File: src/rtl/dsp_mac_pipe_pkg.sv
`default_nettype none
// ---------------------------------------------------------------------------
// dsp_mac_pipe_pkg : shared defaults, beat flags and width/rounding helpers
// Rev 1.0
// ---------------------------------------------------------------------------
package dsp_mac_pipe_pkg;

   localparam int DEF_WIDTH     = 16;
   localparam int DEF_ACC_WIDTH = 40;
   localparam int DEF_OUT_WIDTH = 16;
   localparam int DEF_OUT_SHIFT = 15;

   typedef struct packed {
      logic first;
      logic last;
   } beat_flags_t;

   function automatic bit widths_ok(input int width, input int acc_width, input int out_width);
      return (acc_width >= 2 * width) && (out_width <= acc_width);
   endfunction

   // Half an output LSB, added before the shift to get round-half-up.
   function automatic logic [63:0] round_bias(input int shift);
      return (shift > 0) ? (64'd1 << (shift - 1)) : 64'd0;
   endfunction

endpackage
`default_nettype wire

File: src/rtl/dsp_mac_pipe_if.sv
`default_nettype none
// ---------------------------------------------------------------------------
// dsp_mac_pipe_if : beat input and result output bundle of the MAC pipeline
// Rev 1.0
// ---------------------------------------------------------------------------
interface dsp_mac_pipe_if
   import dsp_mac_pipe_pkg::*;
#(
   parameter int WIDTH     = DEF_WIDTH,
   parameter int OUT_WIDTH = DEF_OUT_WIDTH
) ();

   logic                 in_valid;
   logic [WIDTH-1:0]     in_a;
   logic [WIDTH-1:0]     in_b;
   logic                 in_first;
   logic                 in_last;
   logic                 out_valid;
   logic [OUT_WIDTH-1:0] out_data;
   logic                 out_sat;

   modport master (
      output in_valid, in_a, in_b, in_first, in_last,
      input  out_valid, out_data, out_sat
   );

   modport slave (
      input  in_valid, in_a, in_b, in_first, in_last,
      output out_valid, out_data, out_sat
   );

endinterface
`default_nettype wire

File: src/rtl/dsp_round_sat.sv
`default_nettype none
// ---------------------------------------------------------------------------
// dsp_round_sat : combinational round-half-up, arithmetic shift and clip
// Rev 1.0
// ---------------------------------------------------------------------------
module dsp_round_sat
   import dsp_mac_pipe_pkg::*;
#(
   parameter int ACC_WIDTH = DEF_ACC_WIDTH,
   parameter int OUT_WIDTH = DEF_OUT_WIDTH,
   parameter int OUT_SHIFT = DEF_OUT_SHIFT
) (
   input  wire logic signed [ACC_WIDTH-1:0] acc_i,
   output logic signed [OUT_WIDTH-1:0]      data_o,
   output logic                             sat_o
);

   // One guard bit so the bias add can never wrap.
   localparam logic signed [ACC_WIDTH:0] c_bias = (ACC_WIDTH+1)'(round_bias(OUT_SHIFT));
   localparam logic signed [ACC_WIDTH:0] c_max  =
      {{(ACC_WIDTH+2-OUT_WIDTH){1'b0}}, {(OUT_WIDTH-1){1'b1}}};
   localparam logic signed [ACC_WIDTH:0] c_min  = ~c_max;

   logic signed [ACC_WIDTH:0] w_sum;
   logic signed [ACC_WIDTH:0] w_r;

   always_comb begin
      w_sum  = (ACC_WIDTH+1)'(acc_i) + c_bias;
      w_r    = w_sum >>> OUT_SHIFT;
      data_o = w_r[OUT_WIDTH-1:0];
      sat_o  = 1'b0;
      if (w_r > c_max) begin
         data_o = c_max[OUT_WIDTH-1:0];
         sat_o  = 1'b1;
      end else if (w_r < c_min) begin
         data_o = c_min[OUT_WIDTH-1:0];
         sat_o  = 1'b1;
      end
   end

endmodule
`default_nettype wire

File: src/rtl/dsp_mac_pipe.sv
`default_nettype none
// ---------------------------------------------------------------------------
// dsp_mac_pipe : 4-stage signed MAC with frame-delimited sums and round/sat
// Rev 1.0
// ---------------------------------------------------------------------------
module dsp_mac_pipe
   import dsp_mac_pipe_pkg::*;
#(
   parameter int WIDTH     = DEF_WIDTH,
   parameter int ACC_WIDTH = DEF_ACC_WIDTH,
   parameter int OUT_WIDTH = DEF_OUT_WIDTH,
   parameter int OUT_SHIFT = DEF_OUT_SHIFT
) (
   input  wire logic     clock,
   input  wire logic     reset_n,
   dsp_mac_pipe_if.slave bus
);

   if (!widths_ok(WIDTH, ACC_WIDTH, OUT_WIDTH)) begin : g_bad_width
      $error("dsp_mac_pipe: need ACC_WIDTH >= 2*WIDTH and OUT_WIDTH <= ACC_WIDTH");
   end

   logic                        v1_q;
   logic signed [WIDTH-1:0]     a1_q;
   logic signed [WIDTH-1:0]     b1_q;
   beat_flags_t                 f1_q;
   logic                        v2_q;
   logic signed [2*WIDTH-1:0]   prod2_q;
   logic signed [2*WIDTH-1:0]   prod2_d;
   beat_flags_t                 f2_q;
   logic signed [ACC_WIDTH-1:0] acc_q;
   logic signed [ACC_WIDTH-1:0] acc_d;
   logic                        emit3_q;
   logic                        out_valid_q;
   logic signed [OUT_WIDTH-1:0] out_data_q;
   logic                        out_sat_q;

   logic signed [ACC_WIDTH-1:0] w_prod_ext;
   logic signed [OUT_WIDTH-1:0] w_rs_data;
   logic                        w_rs_sat;

   // Kept behavioural so synthesis can map it onto the hard MAC tile.
   assign prod2_d    = $signed(a1_q) * $signed(b1_q);
   assign w_prod_ext = ACC_WIDTH'(prod2_q);

   always_comb begin
      acc_d = acc_q;
      if (v2_q) begin
         acc_d = f2_q.first ? w_prod_ext : acc_q + w_prod_ext;
      end
   end

   always_ff @(posedge clock or negedge reset_n) begin
      if (!reset_n) begin
         v1_q        <= 1'b0;
         a1_q        <= '0;
         b1_q        <= '0;
         f1_q        <= '0;
         v2_q        <= 1'b0;
         prod2_q     <= '0;
         f2_q        <= '0;
         acc_q       <= '0;
         emit3_q     <= 1'b0;
         out_valid_q <= 1'b0;
         out_data_q  <= '0;
         out_sat_q   <= 1'b0;
      end else begin
         v1_q <= bus.in_valid;
         if (bus.in_valid) begin
            a1_q <= bus.in_a;
            b1_q <= bus.in_b;
            f1_q <= '{first: bus.in_first, last: bus.in_last};
         end
         v2_q <= v1_q;
         if (v1_q) begin
            prod2_q <= prod2_d;
            f2_q    <= f1_q;
         end
         acc_q       <= acc_d;
         emit3_q     <= v2_q & f2_q.last;
         out_valid_q <= emit3_q;
         // Result and clip flag hold their value between pulses.
         if (emit3_q) begin
            out_data_q <= w_rs_data;
            out_sat_q  <= w_rs_sat;
         end
      end
   end

   dsp_round_sat #(
      .ACC_WIDTH (ACC_WIDTH),
      .OUT_WIDTH (OUT_WIDTH),
      .OUT_SHIFT (OUT_SHIFT)
   ) u_round_sat (
      .acc_i  (acc_q),
      .data_o (w_rs_data),
      .sat_o  (w_rs_sat)
   );

   assign bus.out_valid = out_valid_q;
   assign bus.out_data  = out_data_q;
   assign bus.out_sat   = out_sat_q;

endmodule
`default_nettype wire

File: src/flat_wrapper.sv
// flat-port wrapper written by rule: the top's interface ports become plain ports
module dsp_mac_pipe_flat import dsp_mac_pipe_pkg::*;
#(
   parameter int WIDTH     = DEF_WIDTH,
   parameter int ACC_WIDTH = DEF_ACC_WIDTH,
   parameter int OUT_WIDTH = DEF_OUT_WIDTH,
   parameter int OUT_SHIFT = DEF_OUT_SHIFT
)
  (clock, reset_n, bus_in_valid, bus_in_a, bus_in_b, bus_in_first, bus_in_last, bus_out_valid, bus_out_data, bus_out_sat);
  dsp_mac_pipe_if #(.WIDTH(WIDTH), .OUT_WIDTH(OUT_WIDTH)) bus_i ();
  input  wire logic clock;
  input  wire logic reset_n;
  input wire logic [$bits(bus_i.in_valid)-1:0] bus_in_valid;
  input wire logic [$bits(bus_i.in_a)-1:0] bus_in_a;
  input wire logic [$bits(bus_i.in_b)-1:0] bus_in_b;
  input wire logic [$bits(bus_i.in_first)-1:0] bus_in_first;
  input wire logic [$bits(bus_i.in_last)-1:0] bus_in_last;
  output wire logic [$bits(bus_i.out_valid)-1:0] bus_out_valid;
  output wire logic [$bits(bus_i.out_data)-1:0] bus_out_data;
  output wire logic [$bits(bus_i.out_sat)-1:0] bus_out_sat;
  assign bus_i.in_valid = bus_in_valid;
  assign bus_i.in_a = bus_in_a;
  assign bus_i.in_b = bus_in_b;
  assign bus_i.in_first = bus_in_first;
  assign bus_i.in_last = bus_in_last;
  assign bus_out_valid = bus_i.out_valid;
  assign bus_out_data = bus_i.out_data;
  assign bus_out_sat = bus_i.out_sat;
  dsp_mac_pipe #(.WIDTH(WIDTH), .ACC_WIDTH(ACC_WIDTH), .OUT_WIDTH(OUT_WIDTH), .OUT_SHIFT(OUT_SHIFT)) u_core (.clock(clock), .reset_n(reset_n), .bus(bus_i));
endmodule
File: config.mk
export PLATFORM = sky130hd
export DESIGN_NAME = dsp_mac_pipe_flat
export DESIGN_NICKNAME = d
export VERILOG_FILES = /design/src/rtl/dsp_mac_pipe_pkg.sv /design/src/rtl/dsp_mac_pipe_if.sv /design/src/rtl/dsp_round_sat.sv /design/src/rtl/dsp_mac_pipe.sv /design/src/flat_wrapper.sv
export SDC_FILE = /design/constraint.sdc
export NUM_CORES = 1
export LEC_CHECK = 0
export CAP_MARGIN = 15
export CELL_PAD_IN_SITES_DETAIL_PLACEMENT = 0
export CELL_PAD_IN_SITES_GLOBAL_PLACEMENT = 1
export CORE_ASPECT_RATIO = 0.75
export CORE_MARGIN = 2
export CORE_UTILIZATION = 50
export DETAILED_ROUTE_END_ITERATION = 10
export PLACE_DENSITY_LB_ADDON = 0.25
export SYNTH_ARGS = -nofsm -noshare
export SYNTH_HDL_FRONTEND = slang
export SYNTH_SLANG_ARGS = --single-unit
File: constraint.sdc
create_clock -name clock -period 7.1 [get_ports clock]
set_input_delay 1.42 -clock clock [delete_from_list [all_inputs] [get_ports clock]]
set_output_delay 1.42 -clock clock [all_outputs]
set_load 0.01 [all_outputs]
== Yosys cells after proc, flatten, opt, wreduce, memory -nomap -nowiden ==
Index checks and enable logic that the tools add are counted.

* Input port bits: 37
* Flip-flop bits (word level): 129
* Logic and storage cells: 25
* Output and inout bits: 18

* Multipliers: 1
* Add/sub/neg operators: 2
* Order comparisons: 2
* Muxes and demuxes: 5
* Bitwise gates (word level): 1

{| class="wikitable"
|+ Operator list
! kind !! count
|-
| adder 40 x 16 -> 41 bit (second input constant) || 1
|-
| adder 40 x 32 -> 40 bit || 1
|-
| two-way mux 40 bit || 1
|-
| multiplier 16 x 16 -> 32 bit || 1
|-
| two-way mux 16 bit || 2
|-
| greater-than comparator 26 x 16 -> 1 bit (second input constant) || 1
|-
| < comparator 26 x 16 -> 1 bit (second input constant) || 1
|-
| two-way mux 1 bit || 2
|-
| bitwise AND 1 bit || 1
|}

== Logic depth before layout (Yosys ltp) ==
* Depth in word-level cells: 4
* Depth in mapped cells: 25
* Gate-level depth less buffers: 24

== Hierarchy ==
A second synthesis with hierarchy kept.

* Cells, all modules: 1,921
* Area, all modules: 18,041.1 um2

{| class="wikitable"
|+ By module, submodules not included
! module !! instances !! cells each !! seq. area each (um2) !! area each (um2)
|-
| dsp_mac_pipe || 1 || 1,809 || 3,228.1 || 17,192.7
|-
| dsp_round_sat || 1 || 112 || 0.0 || 848.3
|}

== Least setup slack after synthesis ==
Ideal clock, no wire load.

* Kind: register to register
* Start: register u_core.b1_q[1]
* End: register u_core.prod2_q[30]
* Stages on the path, launching flop included: 24
* Required time: 6.975 ns
* Clock period less this slack: 6.442 ns
* Data arrival time: 6.317 ns
* Library setup time: 0.125 ns
* Path slack: 0.658 ns
* Path buffers: 1
* Cells stage by stage: dfrtp_1 clkbuf_1 nand2_1 inv_1 fa_1 inv_1 fa_1 inv_1 fa_1 fa_1 fa_1 inv_1 fa_1 inv_1 ha_1 o21a_1 o21a_1 o22ai_1 o2111ai_1 a41o_1 a21o_1 a21oi_1 xnor2_1 mux2_2

* Longest elaborated chain between the ends: 1

{| class="wikitable"
|+ RTL lines
! element !! RTL line !! RTL
|-
| start: declaration || dsp_mac_pipe.sv:25 || <nowiki>logic signed [WIDTH-1:0] b1_q;</nowiki>
|-
| start signal: assignment || dsp_mac_pipe.sv:71 || <nowiki>b1_q <= bus.in_b;</nowiki>
|-
| multiplier 16 x 16 -> 32 bit || dsp_mac_pipe.sv:43 || <nowiki>assign prod2_d = $signed(a1_q) * $signed(b1_q);</nowiki>
|-
| end signal: assignment || dsp_mac_pipe.sv:76 || <nowiki>prod2_q <= prod2_d;</nowiki>
|-
| end: declaration || dsp_mac_pipe.sv:28 || <nowiki>logic signed [2*WIDTH-1:0] prod2_q;</nowiki>
|}

Every way passes these cells.
A chain may end at the register's enable or synchronous reset.

== Worst setup path after layout ==
* Start: register u_core.b1_q[5]
* End: register u_core.prod2_q[29]

The elaborated chain is that of the path after synthesis.

==> flow_metrics.env <==
export IMPL_async_reset_ff_frac=1.00
export IMPL_h_tree_depth=4
export IMPL_grt_pass1_wl_um=73500
export IMPL_preCtsSetupSlack_ns=0.172
export IMPL_grt_max_degree=83
export IMPL_dr_pass1_iters=6
export IMPL_cts_buffers=17
export IMPL_grt_pass1_vias=14300
export IMPL_synth_warnings=0
export IMPL_synth_edf_count=0
export IMPL_finalInstanceArea_mm2=0.0196
export IMPL_multiInputGateArea_mm2=0.0131
export IMPL_place_congestion=0.850
export IMPL_regArea_mm2=0.00324
export IMPL_layout_worst_path_cycle_share=0.954
export IMPL_die_h_um=168
export IMPL_die_x_um=223
export IMPL_r2r_start="u_core.b1_q[5]"
export IMPL_syn_area_per_cell_um2=9.14
export IMPL_start_util=0.504
export IMPL_syn_inst=1960
export IMPL_drt_wirelength_per_cell_um=17.6
export IMPL_yosysUniqueCellTypes=77
export IMPL_max_freq_mhz=148
export IMPL_cp_start_kind="flip-flop"
export IMPL_clk_pin_slew_ns=0.06
export IMPL_rows=60
export IMPL_clockBufferDepth=2
export IMPL_finalHoldViolCount=0
export IMPL_die_area_mm2=0.0374
export IMPL_dpl_cell_area_mm2=0.0190
export IMPL_cts_root_buf="clkbuf_16"
export IMPL_crit_top_cell="fa_1"
export IMPL_clk_latency_ns=0.45
export IMPL_critPathCaptureType="flip-flop"
export IMPL_totalWireLength_um=43500
export IMPL_drt_antenna_violating_nets=0
export IMPL_ys_flop_type="dfrtp_1"
export IMPL_route_vias_total=13600
export IMPL_drt_iter0_markers=1090
export IMPL_ys_seq_area_frac=0.180
export IMPL_maxCapViolCount=0
export IMPL_outcome="completed"
export IMPL_drv_slew=0
export IMPL_syn_area_mm2=0.0179
export IMPL_cts_tree="yes"
export IMPL_hold_start="u_core.f2_q[0]"
export IMPL_tns_ns=0
export IMPL_track_usage=0.249
export IMPL_synth_seq_cells=129
export IMPL_syn_to_final_growth_pct=9.60
export IMPL_slowest_stage="fa_1"
export IMPL_core_area_mm2=0.0356
export IMPL_drive_above_1_share=0.0814
export IMPL_final_util=0.552
export IMPL_nFillCells=3247
export IMPL_vias_per_cell=5.51
export IMPL_fin_crit_ns=6.77
export IMPL_crit_chain="and2_1, fa_1, inv_1, fa_1, clkinvlp_4, buf_4, fa_1, fa_1, fa_1, fa_1, ha_1, nand4_1, nor2_1, inv_1, a2111oi_2, buf_4, o41ai_1, buf_4, o21bai_1, a21oi_1, xnor2_1, mux2_2"
export IMPL_ctsHoldBuffers=0
export IMPL_critPathRequiredTime_ns=7.43
export IMPL_max_stage_delay_ns=0.61
export IMPL_place_hpwl_um=33800
export IMPL_setup_viol=0
export IMPL_syn_nets=2382
export IMPL_worstHoldPathType="flip-flop to flip-flop"
export IMPL_cts_sinks=129
export IMPL_worst_slack_ns=0.329
export IMPL_crit_path_max_fanout=17
export IMPL_max_slew_margin=0.231
export IMPL_globalRouteOverflowTotal=0
export IMPL_startpoint="u_core.b1_q[5]"
export IMPL_critPathKind="flip-flop to flip-flop"
export IMPL_antenna_found_initial=1
export IMPL_crit_buf_inv=6
export IMPL_nets=2413
export IMPL_critPathTopFamily="adder cells"
export IMPL_crit_arrival_ns=7.10
export IMPL_drc=0
export IMPL_io_pins=55
export IMPL_fin_skew_ns=0.0131
export IMPL_worstMarginPinSlew_ns=1.15
export IMPL_numPortBuffers=54
==> cell usage after synthesis (20+ instances only) <==
cell | instances | area [um2]
a21o_1 | 25 | 188
a21oi_1 | 121 | 606
and2_1 | 132 | 826
clkbuf_1 | 74 | 278
dfrtp_1 | 129 | 3230
fa_1 | 263 | 5270
ha_1 | 122 | 1530
inv_1 | 354 | 1330
mux2_2 | 58 | 653
nand2_1 | 175 | 657
nand3_1 | 34 | 170
nor2_1 | 106 | 398
nor2b_1 | 20 | 125
o21ai_0 | 45 | 225
xnor2_1 | 55 | 482
xor2_1 | 24 | 210
==> worst paths after layout <==
path | end | slack (ns) | depth (start not counted)
worst min register to register | u_core.emit3_q | 0.48 | 1
worst max-delay path | u_core.prod2_q[29] | 0.33 | 22
max in group asynchronous | u_core.bus.out_data[0] | 4.85 | 2
min in group asynchronous | u_core.a1_q[7] | 1.04 | 1
worst max register to register | u_core.prod2_q[29] | 0.33 | 22
worst min-delay path | u_core.emit3_q | 0.48 | 1
==> layout make-up <==
| type | count | share of cell area |
|---|---|---|
| Tap cell | 465 | 0.0296 |
| Clock inverter | 12 | 0.00809 |
| Timing Repair Buffer | 90 | 0.0411 |
| Sequential cell | 129 | 0.165 |
| Inverter | 354 | 0.0679 |
| Clock buffer | 19 | 0.0231 |
| Multi-Input combinational cell | 1399 | 0.665 |
| Antenna cell | 1 | 0.000127 |
==> cells in the final DEF (no fill, tap or decap), drive strengths merged, types with 55 or more instances in the layout <==
cell,instances
a21oi,122
and2,132
dfrtp,129
fa,263
ha,122
inv,354
mux2,58
nand2,175
nor2,106
xnor2,55
==> layer usage <==
| layer | share of wire | GRT usage | wire, um |
|---|---|---|---|
| met1 | 0.46 | 0.346 | 20100 |
| met3 | 0.054 | 0.0363 | 2340 |
| met2 | 0.46 | 0.404 | 20000 |
| met4 | 0.025 | 0.0835 | 1080 |
| met5 | 0 | 0 | 0 |
==> registers in the layout, indices dropped and copies added, names as in the netlist <==
name / flops
u_core.bus.out_valid: 1
u_core.v1_q: 1
u_core.f2_q: 2
u_core.a1_q: 16
u_core.bus.out_data: 16
u_core.bus.out_sat: 1
u_core.prod2_q: 32
u_core.emit3_q: 1
u_core.acc_q: 40
u_core.v2_q: 1
u_core.b1_q: 16
u_core.f1_q: 2
==> cells by family (layout without fill, tap and decap cells) <==
group	count (synthesis)	after routing	synth area share
XOR/XNOR	79	79	0.0386
buffers and inverters	432	475	0.0914
AND/OR/NAND/NOR	559	559	0.157
flip-flops	129	129	0.180
multiplexers	72	72	0.0443
other	0	1	0
AO/OA/AOI/OAI	304	304	0.110
adder cells (fa/ha/maj)	385	385	0.379
==> stage by stage <==
step                      hold slack, ns  instances
final                              0.481       2469
after global routing               0.521       2468
after CTS                          0.489       2463
after detailed placement           0.474       2432
after global placement             0.457       2432
after floorplan                    0.352       1960
==> timing repair <==
| action | CTS | global route |
|---|---|---|
| endpoints found under the setup margin | 0 | 5 |
| setup buffers | 0 | 5 |
| resized for setup | 0 | 14 |
Power is not shown: default switching activity piles up to over one toggle a cycle in this logic, so the estimate is an artifact.
